**src/rtl/line_raster_if.sv**
```systemverilog
// Pixel stream from the rasteriser toward the global memory write path.
interface line_raster_if #(
   parameter int COORD_W = 8
);
   logic                      pix_valid;
   logic                      pix_ready;
   logic signed [COORD_W-1:0] pix_x;
   logic signed [COORD_W-1:0] pix_y;
   logic                      pix_last;

   modport master (output pix_valid, output pix_x, output pix_y, output pix_last, input pix_ready);
   modport slave  (input pix_valid, input pix_x, input pix_y, input pix_last, output pix_ready);
endinterface

```
**src/rtl/line_raster.sv**
```systemverilog
// Bresenham line walker with screen-window clipping, streaming visible pixels
// over a valid/ready port.
//
// state | meaning
// IDLE  | waiting for start; vertices latched on start
// SETUP | absolute deltas and step directions registered
// DRAW  | first cycle loads err, then one candidate pixel per step
// DONE  | one-cycle completion pulse
module line_raster #(
   parameter int COORD_W  = 8,
   parameter int SCREEN_W = 64,
   parameter int SCREEN_H = 64,
   parameter int CNT_W    = 10
) (
   input  logic                      c,
   input  logic                      rst_n,
   input  logic                      start,
   input  logic                      abort,
   input  logic signed [COORD_W-1:0] x0,
   input  logic signed [COORD_W-1:0] y0,
   input  logic signed [COORD_W-1:0] x1,
   input  logic signed [COORD_W-1:0] y1,
   output logic                      busy,
   output logic                      done,
   line_raster_if.master             pix,
   output logic [CNT_W-1:0]          pix_cnt
);
   localparam int W = COORD_W + 2;
   localparam logic signed [COORD_W-1:0] ONE = COORD_W'(1);

   typedef enum logic [1:0] {S_IDLE, S_SETUP, S_DRAW, S_DONE} state_t;
   state_t state, state_nx;

   logic signed [COORD_W-1:0] cur_x, cur_y, end_x, end_y;
   logic signed [W-1:0]       dx, dy, err, diff_x, diff_y, err_nx;
   logic signed [W:0]         e2, dx_w, dy_w;
   logic                      sx_neg, sy_neg, primed;
   logic                      vis, at_end, pvalid, handshake, advance, step_x, step_y;

   assign diff_x = $signed({{2{end_x[COORD_W-1]}}, end_x}) - $signed({{2{cur_x[COORD_W-1]}}, cur_x});
   assign diff_y = $signed({{2{end_y[COORD_W-1]}}, end_y}) - $signed({{2{cur_y[COORD_W-1]}}, cur_y});

   assign e2     = {err, 1'b0};
   assign dx_w   = {dx[W-1], dx};
   assign dy_w   = {dy[W-1], dy};
   assign step_x = (e2 > -dy_w);
   assign step_y = (e2 < dx_w);

   always_comb begin
      err_nx = err;
      if (step_x) err_nx = err_nx - dy;
      if (step_y) err_nx = err_nx + dx;
   end

   assign vis    = !cur_x[COORD_W-1] && (int'(cur_x) < SCREEN_W) &&
                   !cur_y[COORD_W-1] && (int'(cur_y) < SCREEN_H);
   assign at_end = (cur_x == end_x) && (cur_y == end_y);

   always_ff @(posedge c or negedge rst_n) begin
      if (!rst_n) state <= S_IDLE;
      else        state <= state_nx;
   end

   always_comb begin
      state_nx  = state;
      busy      = 1'b0;
      done      = 1'b0;
      pvalid    = 1'b0;
      handshake = 1'b0;
      advance   = 1'b0;
      case (state)
         S_IDLE: begin
            if (start) state_nx = S_SETUP;
         end
         S_SETUP: begin
            busy     = 1'b1;
            state_nx = S_DRAW;
         end
         S_DRAW: begin
            busy      = 1'b1;
            pvalid    = primed && vis;
            handshake = pvalid && pix.pix_ready;
            // clipped candidates never wait for the consumer
            advance   = primed && (!vis || pix.pix_ready) && !abort;
            if (advance && at_end) state_nx = S_DONE;
         end
         S_DONE: begin
            busy     = 1'b1;
            done     = 1'b1;
            state_nx = S_IDLE;
         end
         default: state_nx = S_IDLE;
      endcase
      if (abort && (state != S_IDLE)) state_nx = S_IDLE;
   end

   always_ff @(posedge c or negedge rst_n) begin
      if (!rst_n) begin
         cur_x   <= '0;
         cur_y   <= '0;
         end_x   <= '0;
         end_y   <= '0;
         dx      <= '0;
         dy      <= '0;
         err     <= '0;
         sx_neg  <= 1'b0;
         sy_neg  <= 1'b0;
         primed  <= 1'b0;
         pix_cnt <= '0;
      end else begin
         case (state)
            S_IDLE: begin
               if (start) begin
                  cur_x   <= x0;
                  cur_y   <= y0;
                  end_x   <= x1;
                  end_y   <= y1;
                  pix_cnt <= '0;
                  primed  <= 1'b0;
               end
            end
            S_SETUP: begin
               dx     <= diff_x[W-1] ? -diff_x : diff_x;
               dy     <= diff_y[W-1] ? -diff_y : diff_y;
               sx_neg <= diff_x[W-1];
               sy_neg <= diff_y[W-1];
            end
            S_DRAW: begin
               // err comes from the registered deltas so subtract/abs/subtract never chain in one cycle
               if (!primed) begin
                  err    <= dx - dy;
                  primed <= 1'b1;
               end else if (advance && !at_end) begin
                  err <= err_nx;
                  if (step_x) cur_x <= sx_neg ? cur_x - ONE : cur_x + ONE;
                  if (step_y) cur_y <= sy_neg ? cur_y - ONE : cur_y + ONE;
               end
               if (handshake && !abort && (pix_cnt != {CNT_W{1'b1}}))
                  pix_cnt <= pix_cnt + CNT_W'(1);
            end
            default: ;
         endcase
      end
   end

   assign pix.pix_valid = pvalid;
   assign pix.pix_x     = cur_x;
   assign pix.pix_y     = cur_y;
   assign pix.pix_last  = pvalid && at_end;
endmodule
```
**src/flat_wrapper.sv**
```systemverilog
// flat-port wrapper written by rule: the top's interface ports become plain ports
module line_raster_flat 
#(
   parameter int COORD_W  = 8,
   parameter int SCREEN_W = 64,
   parameter int SCREEN_H = 64,
   parameter int CNT_W    = 10
)
  (c, rst_n, start, abort, x0, y0, x1, y1, busy, done, pix_cnt, pix_pix_valid, pix_pix_x, pix_pix_y, pix_pix_last, pix_pix_ready);
  line_raster_if #(.COORD_W(COORD_W)) pix_i ();
  input  logic c;
  input  logic rst_n;
  input  logic start;
  input  logic abort;
  input  logic signed [COORD_W-1:0] x0;
  input  logic signed [COORD_W-1:0] y0;
  input  logic signed [COORD_W-1:0] x1;
  input  logic signed [COORD_W-1:0] y1;
  output logic busy;
  output logic done;
  output logic [CNT_W-1:0] pix_cnt;
  output wire logic [$bits(pix_i.pix_valid)-1:0] pix_pix_valid;
  output wire logic [$bits(pix_i.pix_x)-1:0] pix_pix_x;
  output wire logic [$bits(pix_i.pix_y)-1:0] pix_pix_y;
  output wire logic [$bits(pix_i.pix_last)-1:0] pix_pix_last;
  input wire logic [$bits(pix_i.pix_ready)-1:0] pix_pix_ready;
  assign pix_pix_valid = pix_i.pix_valid;
  assign pix_pix_x = pix_i.pix_x;
  assign pix_pix_y = pix_i.pix_y;
  assign pix_pix_last = pix_i.pix_last;
  assign pix_i.pix_ready = pix_pix_ready;
  line_raster #(.COORD_W(COORD_W), .SCREEN_W(SCREEN_W), .SCREEN_H(SCREEN_H), .CNT_W(CNT_W)) u_core (.c(c), .rst_n(rst_n), .start(start), .abort(abort), .x0(x0), .y0(y0), .x1(x1), .y1(y1), .busy(busy), .done(done), .pix(pix_i), .pix_cnt(pix_cnt));
endmodule
```
**config.mk**
```make
export PLATFORM = sky130hd
export DESIGN_NAME = line_raster_flat
export DESIGN_NICKNAME = d
export VERILOG_FILES = /design/src/rtl/line_raster_if.sv /design/src/rtl/line_raster.sv /design/src/flat_wrapper.sv
export SDC_FILE = /design/constraint.sdc
export NUM_CORES = 1
export LEC_CHECK = 0
export ABC_AREA = 1
export CORE_ASPECT_RATIO = 0.5
export CORE_UTILIZATION = 35
export CTS_BUF_LIST = sky130_fd_sc_hd__clkbuf_16
export CTS_CLUSTER_SIZE = 20
export DETAILED_ROUTE_END_ITERATION = 12
export PLACE_DENSITY = 0.58
export SLEW_MARGIN = 20
export SYNTH_ARGS = -nofsm -noshare
export SYNTH_HDL_FRONTEND = slang
export SYNTH_SLANG_ARGS = --single-unit
```
**constraint.sdc**
```tcl
create_clock -name c -period 7.2 [get_ports c]
set_input_delay 1.44 -clock c [delete_from_list [all_inputs] [get_ports c]]
set_output_delay 1.44 -clock c [all_outputs]
set_load 0.1 [all_outputs]
```
==> results of run 1 <==
-- sequential cells by signal, indices dropped and copies added, names as in the netlist --
register	count
u_core.end_y	8
u_core.state	2
u_core.end_x	8
u_core.primed	1
u_core.sy_neg	1
u_core.pix_cnt	10
u_core.pix.pix_y	8
u_core.err	10
u_core.dy	10
u_core.pix.pix_x	8
u_core.sx_neg	1
u_core.dx	10
-- cell usage in the layout (no fill, tap or decap), types with 5 or more instances in the layout --
master           count
a21o_1               6
a21oi_1             64
a31oi_1              5
clkbuf_16            9
clkdlybuf4s50_1     65
dfrtp_1             77
fa_1                 7
ha_1                84
inv_1              126
inv_2               15
nand2_1            281
nand2_2              5
nand3_1             57
nand4_1             19
nor2_1              63
nor3_1              11
o211ai_1             5
o21ai_0             37
o21ai_1             24
o21ai_2             15
o21bai_1             6
o22ai_1              5
xnor2_1             15
xor2_1              41
-- worst max-delay path, stage by stage (launching register included) --
cell,delay [ps]
dfrtp_1,410
inv_1,190
ha_1,230
nand3_1,120
nor3_1,260
inv_1,70
nor3_1,240
nand2_1,80
nand2_1,80
ha_1,270
a21o_1,180
nor2_1,200
nand3_2,100
nand2_2,90
nand3_4,190
o21ai_2,200
ha_1,240
inv_1,80
fa_1,390
o21ai_0,420
a21oi_1,160
xnor2_1,150
a21oi_1,150
nand2_1,70
nand3_1,60
nand2_1,50
-- cell type report --
class	count	area (um^2)	share of cell area, %
clock buffer	9	225	2.65
sequential	77	1930	22.7
timing repair buffer	69	681	8.02
clock inverter	6	23.8	0.280
multi-input combinational	787	4770	56.2
inverter	139	522	6.14
tap	273	342	4.02
-- routing by layer --
| layer | up-vias | share of wire (%) |
|---|---|---|
| met1 | 3074 | 49 |
| met2 | 164 | 44 |
| met4 | 0 | 1.7 |
| met3 | 24 | 5.2 |
| li1 | 3476 | - |
| met5 | - | 0 |
-- final timing paths --
kind | startpoint | to | slack (ps) | cells past startpoint
worst max register to register | u_core.dy[1] | u_core.err[6] | 2400 | 25
worst min register to register | u_core.end_x[6] | u_core.end_x[6] | 500 | 2
max in group asynchronous | rst_n | u_core.dy[7] | 5180 | 2
worst min-delay path | u_core.end_x[6] | u_core.end_x[6] | 500 | 2
worst max-delay path | u_core.dy[1] | u_core.err[6] | 2400 | 25
min in group asynchronous | rst_n | u_core.dx[9] | 920 | 1
-- through the flow --
stage | setup slack, ps | std cells | util (%) | hold slack, ps
6_report | 2400 | 1360 | 41.3 | 497
5_1_grt | 1990 | 1360 | 41.3 | 531
4_1_cts | 2420 | 1360 | 41.3 | 502
2_1_floorplan | 1750 | 1023 | - | 453
3_5_place_dp | 2450 | 1345 | 40.1 | 484
3_3_place_gp | 2570 | 1345 | 40.1 | 467
-- logic make-up after synthesis --
logic type	Yosys count	synth area share, %
xor+xnor	58	7.12
flops	77	26.2
compound gates	176	14.2
simple gates	459	27.0
mux	3	0.409
buf+inv	159	8.77
fa+ha+maj	91	16.2
==> results.toml, run 1 <==
[placement]
portBuffers = 66
gp_congestion = 0.912
place_hpwl_um = 15900
place_area_um2 = 8240

[drt]
drt_iter0_drc = 504
final_antenna_net_count = 0
vias_per_cell = 4.95
drc_errors = 0
post_drt_wl_per_cell_um = 15.0
num_vias = 6738
postRouteWirelength_um = 20300
dr.pass1.iters = 5

[yosys]
synth.top_cells.by_count = "nand2_1 (281), inv_1 (125), ha_1 (84)"
ys.flop_type = "dfrtp_1"
synth_area_per_cell_um2 = 7.18
synth-edff-count = 0
synth_area_um2 = 7340
yosysWarnings = 0
synth_top_area_share_pct = 26.2
synth_area_leaders = "dfrtp_1 (26%), nand2_1 (14%), ha_1 (14%), inv_1 (6.4%), xor2_1 (4.9%)"
async_flop_share_pct = 100
ys_seq_area_share_pct = 26.2
syn_inst = 1023
synth_top_area_cell = "dfrtp_1"
synth.distinct_cells = 50
synth.most_common_cell = "nand2_1"
synth_seq_cells = 77
syn_nets = 1151

[global_route]
grt_use_met2_pct = 30.1
grt_antenna_before_repair = 0
top_usage_layer = "met2"
met1_usage_pct = 28.4
grt_pass1_vias = 6384
grt_pass1_wl_um = 33100
grt_max_degree = 67
grt_remaining_overflow = 0
use_met3_pct = 3.01
grt.total_usage_pct = 19.7

[timing]
period_share_pct = 66.7
maxSlewViolCount = 0
grt_setup_unrepaired = "false"
skew_ps = 8.33
setup_viol = 0
setup_tns_ps = 0
maxSlewHeadroom_pct = 32.6
worst_pin_slew_ps = 1010
fmax_mhz = 208
post-route-min-period_ps = 4800
final_hold_viol_count = 0

[finish]
fin_area_um2 = 8490
drive_gt1_share_pct = 6.90
syn2layout_area_growth_pct = 15.6
nNetsFinal = 1211
fillCellCount = 2142
diodes = 0

[hold_path]
hold_path.class = "flop to flop"

[die]
ios = 67
die_area_um2 = 21600
design.core.area_um2 = 20600
initial_utilization_pct = 35.7
die_x_um = 207
die_y_um = 104
placementRows = 37

[clock_tree]
cts_root_buffer = "clkbuf_16"
worst_skew_pair.late_latency_ps = 350
clk_pin_slew_worst_paths_ps = 60
cts_resized = 0
cts_buffer_depth = 2
hold_buffers = 0
cts_tree = "yes"
h-tree-depth = 3
clock-sinks = 77
post_cts_buffers = 0
cts_made_buffers = 9

[worst_setup_path]
arrival_ps = 5040
critPathKind = "flop to flop"
required_ps = 7440
end_kind = "flop"
start_kind = "flop"
cp_max_fo = 18

[flow_run]
drv_cap = 0

[run_status]
status = "finished clean"
Power of run 1 is not shown: default switching activity piles up to over one toggle a cycle in this logic, so the estimate is an artifact.
==> run 2: changes to the inputs <==
PLACE_DENSITY = 0.6   (was 0.58)
clock period = 4.12 ns   (was 7.2 ns; I/O delays follow)
==> results.toml, run 2 (synthesized netlist as in run 1, its figures left out) <==
[drt]
num_vias = 6976
post_drt_wl_per_cell_um = 15.3
vias_per_cell = 5.02
drc_errors = 0
drt-met1-wl_um = 10900
wl_met3_um = 788
postRouteWirelength_um = 21200
final_antenna_net_count = 0
drt_iter0_drc = 354
top_layer_used = "met4"
wl_met2_um = 9290
dr.pass1.iters = 5

[die]
placementRows = 37
design.core.area_um2 = 20600
die_x_um = 207
ios = 67
die_area_um2 = 21600
die_y_um = 104
initial_utilization_pct = 35.7

[worst_setup_path]
end_kind = "flop"
cp_max_fo = 8
critPathKind = "flop to flop"
start_kind = "flop"
arrival_ps = 4360
max_stage_delay_ps = 430
required_ps = 4350
critPathSlowestCell = "dfrtp_1"
path_common_cell = "nand2_2"
worst-r2r-cell-count = 28

[run_status]
status = "complete, but fails checks"
failed_checks = "setup timing"

[global_route]
grt_pass1_wl_um = 33400
grt_pass1_vias = 6384
grt_antenna_before_repair = 0
grt_remaining_overflow = 0
grt_max_degree = 62
grt.total_usage_pct = 20.0

[clock_tree]
worst_skew_pair.late_latency_ps = 350
clk_pin_slew_worst_paths_ps = 60
h-tree-depth = 3
cts_buffer_depth = 2
clock-sinks = 77
cts_tree = "yes"
hold_buffers = 0
cts_root_buffer = "clkbuf_16"
cts_made_buffers = 9

[timing]
skew_ps = 6.26
grt_setup_unrepaired = "true"
post-route-min-period_ps = 4130
whs_ps = 480
worst_pin_slew_ps = 980
maxSlewViolCount = 0
setup_viol = 1
final_hold_viol_count = 0
period_share_pct = 100
setup_ws_ps = -9.93
fmax_mhz = 242
maxSlewHeadroom_pct = 34.4

[placement]
place_hpwl_um = 16400
place_area_um2 = 8410
portBuffers = 66
gp_congestion = 0.883

[hold_path]
min_path_cells = 2
hold_path.class = "flop to flop"

[finish]
syn2layout_area_growth_pct = 23.5
final_cell_mix = "nand2_1 (263), inv_1 (125), dfrtp_1 (76)"
nNetsFinal = 1242
final_common_cell = "nand2_1"
diodes = 0
fin_area_um2 = 9070
fillCellCount = 2148
drive_gt1_share_pct = 14.3

[flow_run]
drv_cap = 0
[run 2: cell types whose count changed in the layout (fill, tap and decap cells not counted), moves of 6 or more]
| cell | change |
|---|---|
| buf_4 | +31 |
| ha_1 | -10 |
| ha_4 | +9 |
| nand2_1 | -18 |
| nand2_2 | +16 |
| o21ai_4 | +6 |
[run 2: stage by stage]
stage               TNS [ps]  setup slack (ps)  cells  util, %
floorplan                  0              34.3   1023        -
global placement           0              47.6   1365     40.9
detailed placement      -290             -96.2   1365     40.9
CTS                        0              2.48   1380     42.2
global route           -1180              -245   1391     44.1
finish                 -9.93             -9.93   1391     44.1
[run 2: worst paths after layout]
check	from	to	slack, ps
worst max-delay path	u_core.dy[1]	u_core.err[7]	-10
min in group asynchronous	rst_n	u_core.err[0]	570
worst min-delay path	u_core.end_x[7]	u_core.end_x[7]	480
worst max register to register	u_core.dy[1]	u_core.err[7]	-10
max in group asynchronous	rst_n	u_core.pix.pix_y[3]	2770
worst min register to register	u_core.end_x[7]	u_core.end_x[7]	480
[run 2: area by class of cell]
type / instances / area, um^2 / share of cell area (%)
multi-input combinational: 787 / 5090 / 56.1
sequential: 77 / 1930 / 21.3
timing repair buffer: 100 / 938 / 10.3
inverter: 139 / 524 / 5.78
tap: 273 / 342 / 3.77
clock buffer: 9 / 225 / 2.48
clock inverter: 6 / 25.0 / 0.276
[run 2: routing by layer]
layer  global-route usage (%)  vias up
li1                         -     3534
met1                     29.1     3279
met2                     29.8      144
met3                     3.13       19
met4                     6.15        0
met5                        0        -
[run 2: worst max-delay path: cells and delay by family (launching register included)]
family / cells / cell delay [ps]
fa+ha+maj: 3 / 630
flops: 1 / 430
compound gates: 6 / 820
xor+xnor: 1 / 170
buf+inv: 3 / 400
simple gates: 15 / 1530
[run 2: repair_timing]
action	4_1_cts	5_1_grt
buffers inserted	0	11
resized for setup	3	61
pin swaps	0	38
cloned	0	1
endpoints found under the setup margin	5	8
Power of run 2 is left out for the same reason.
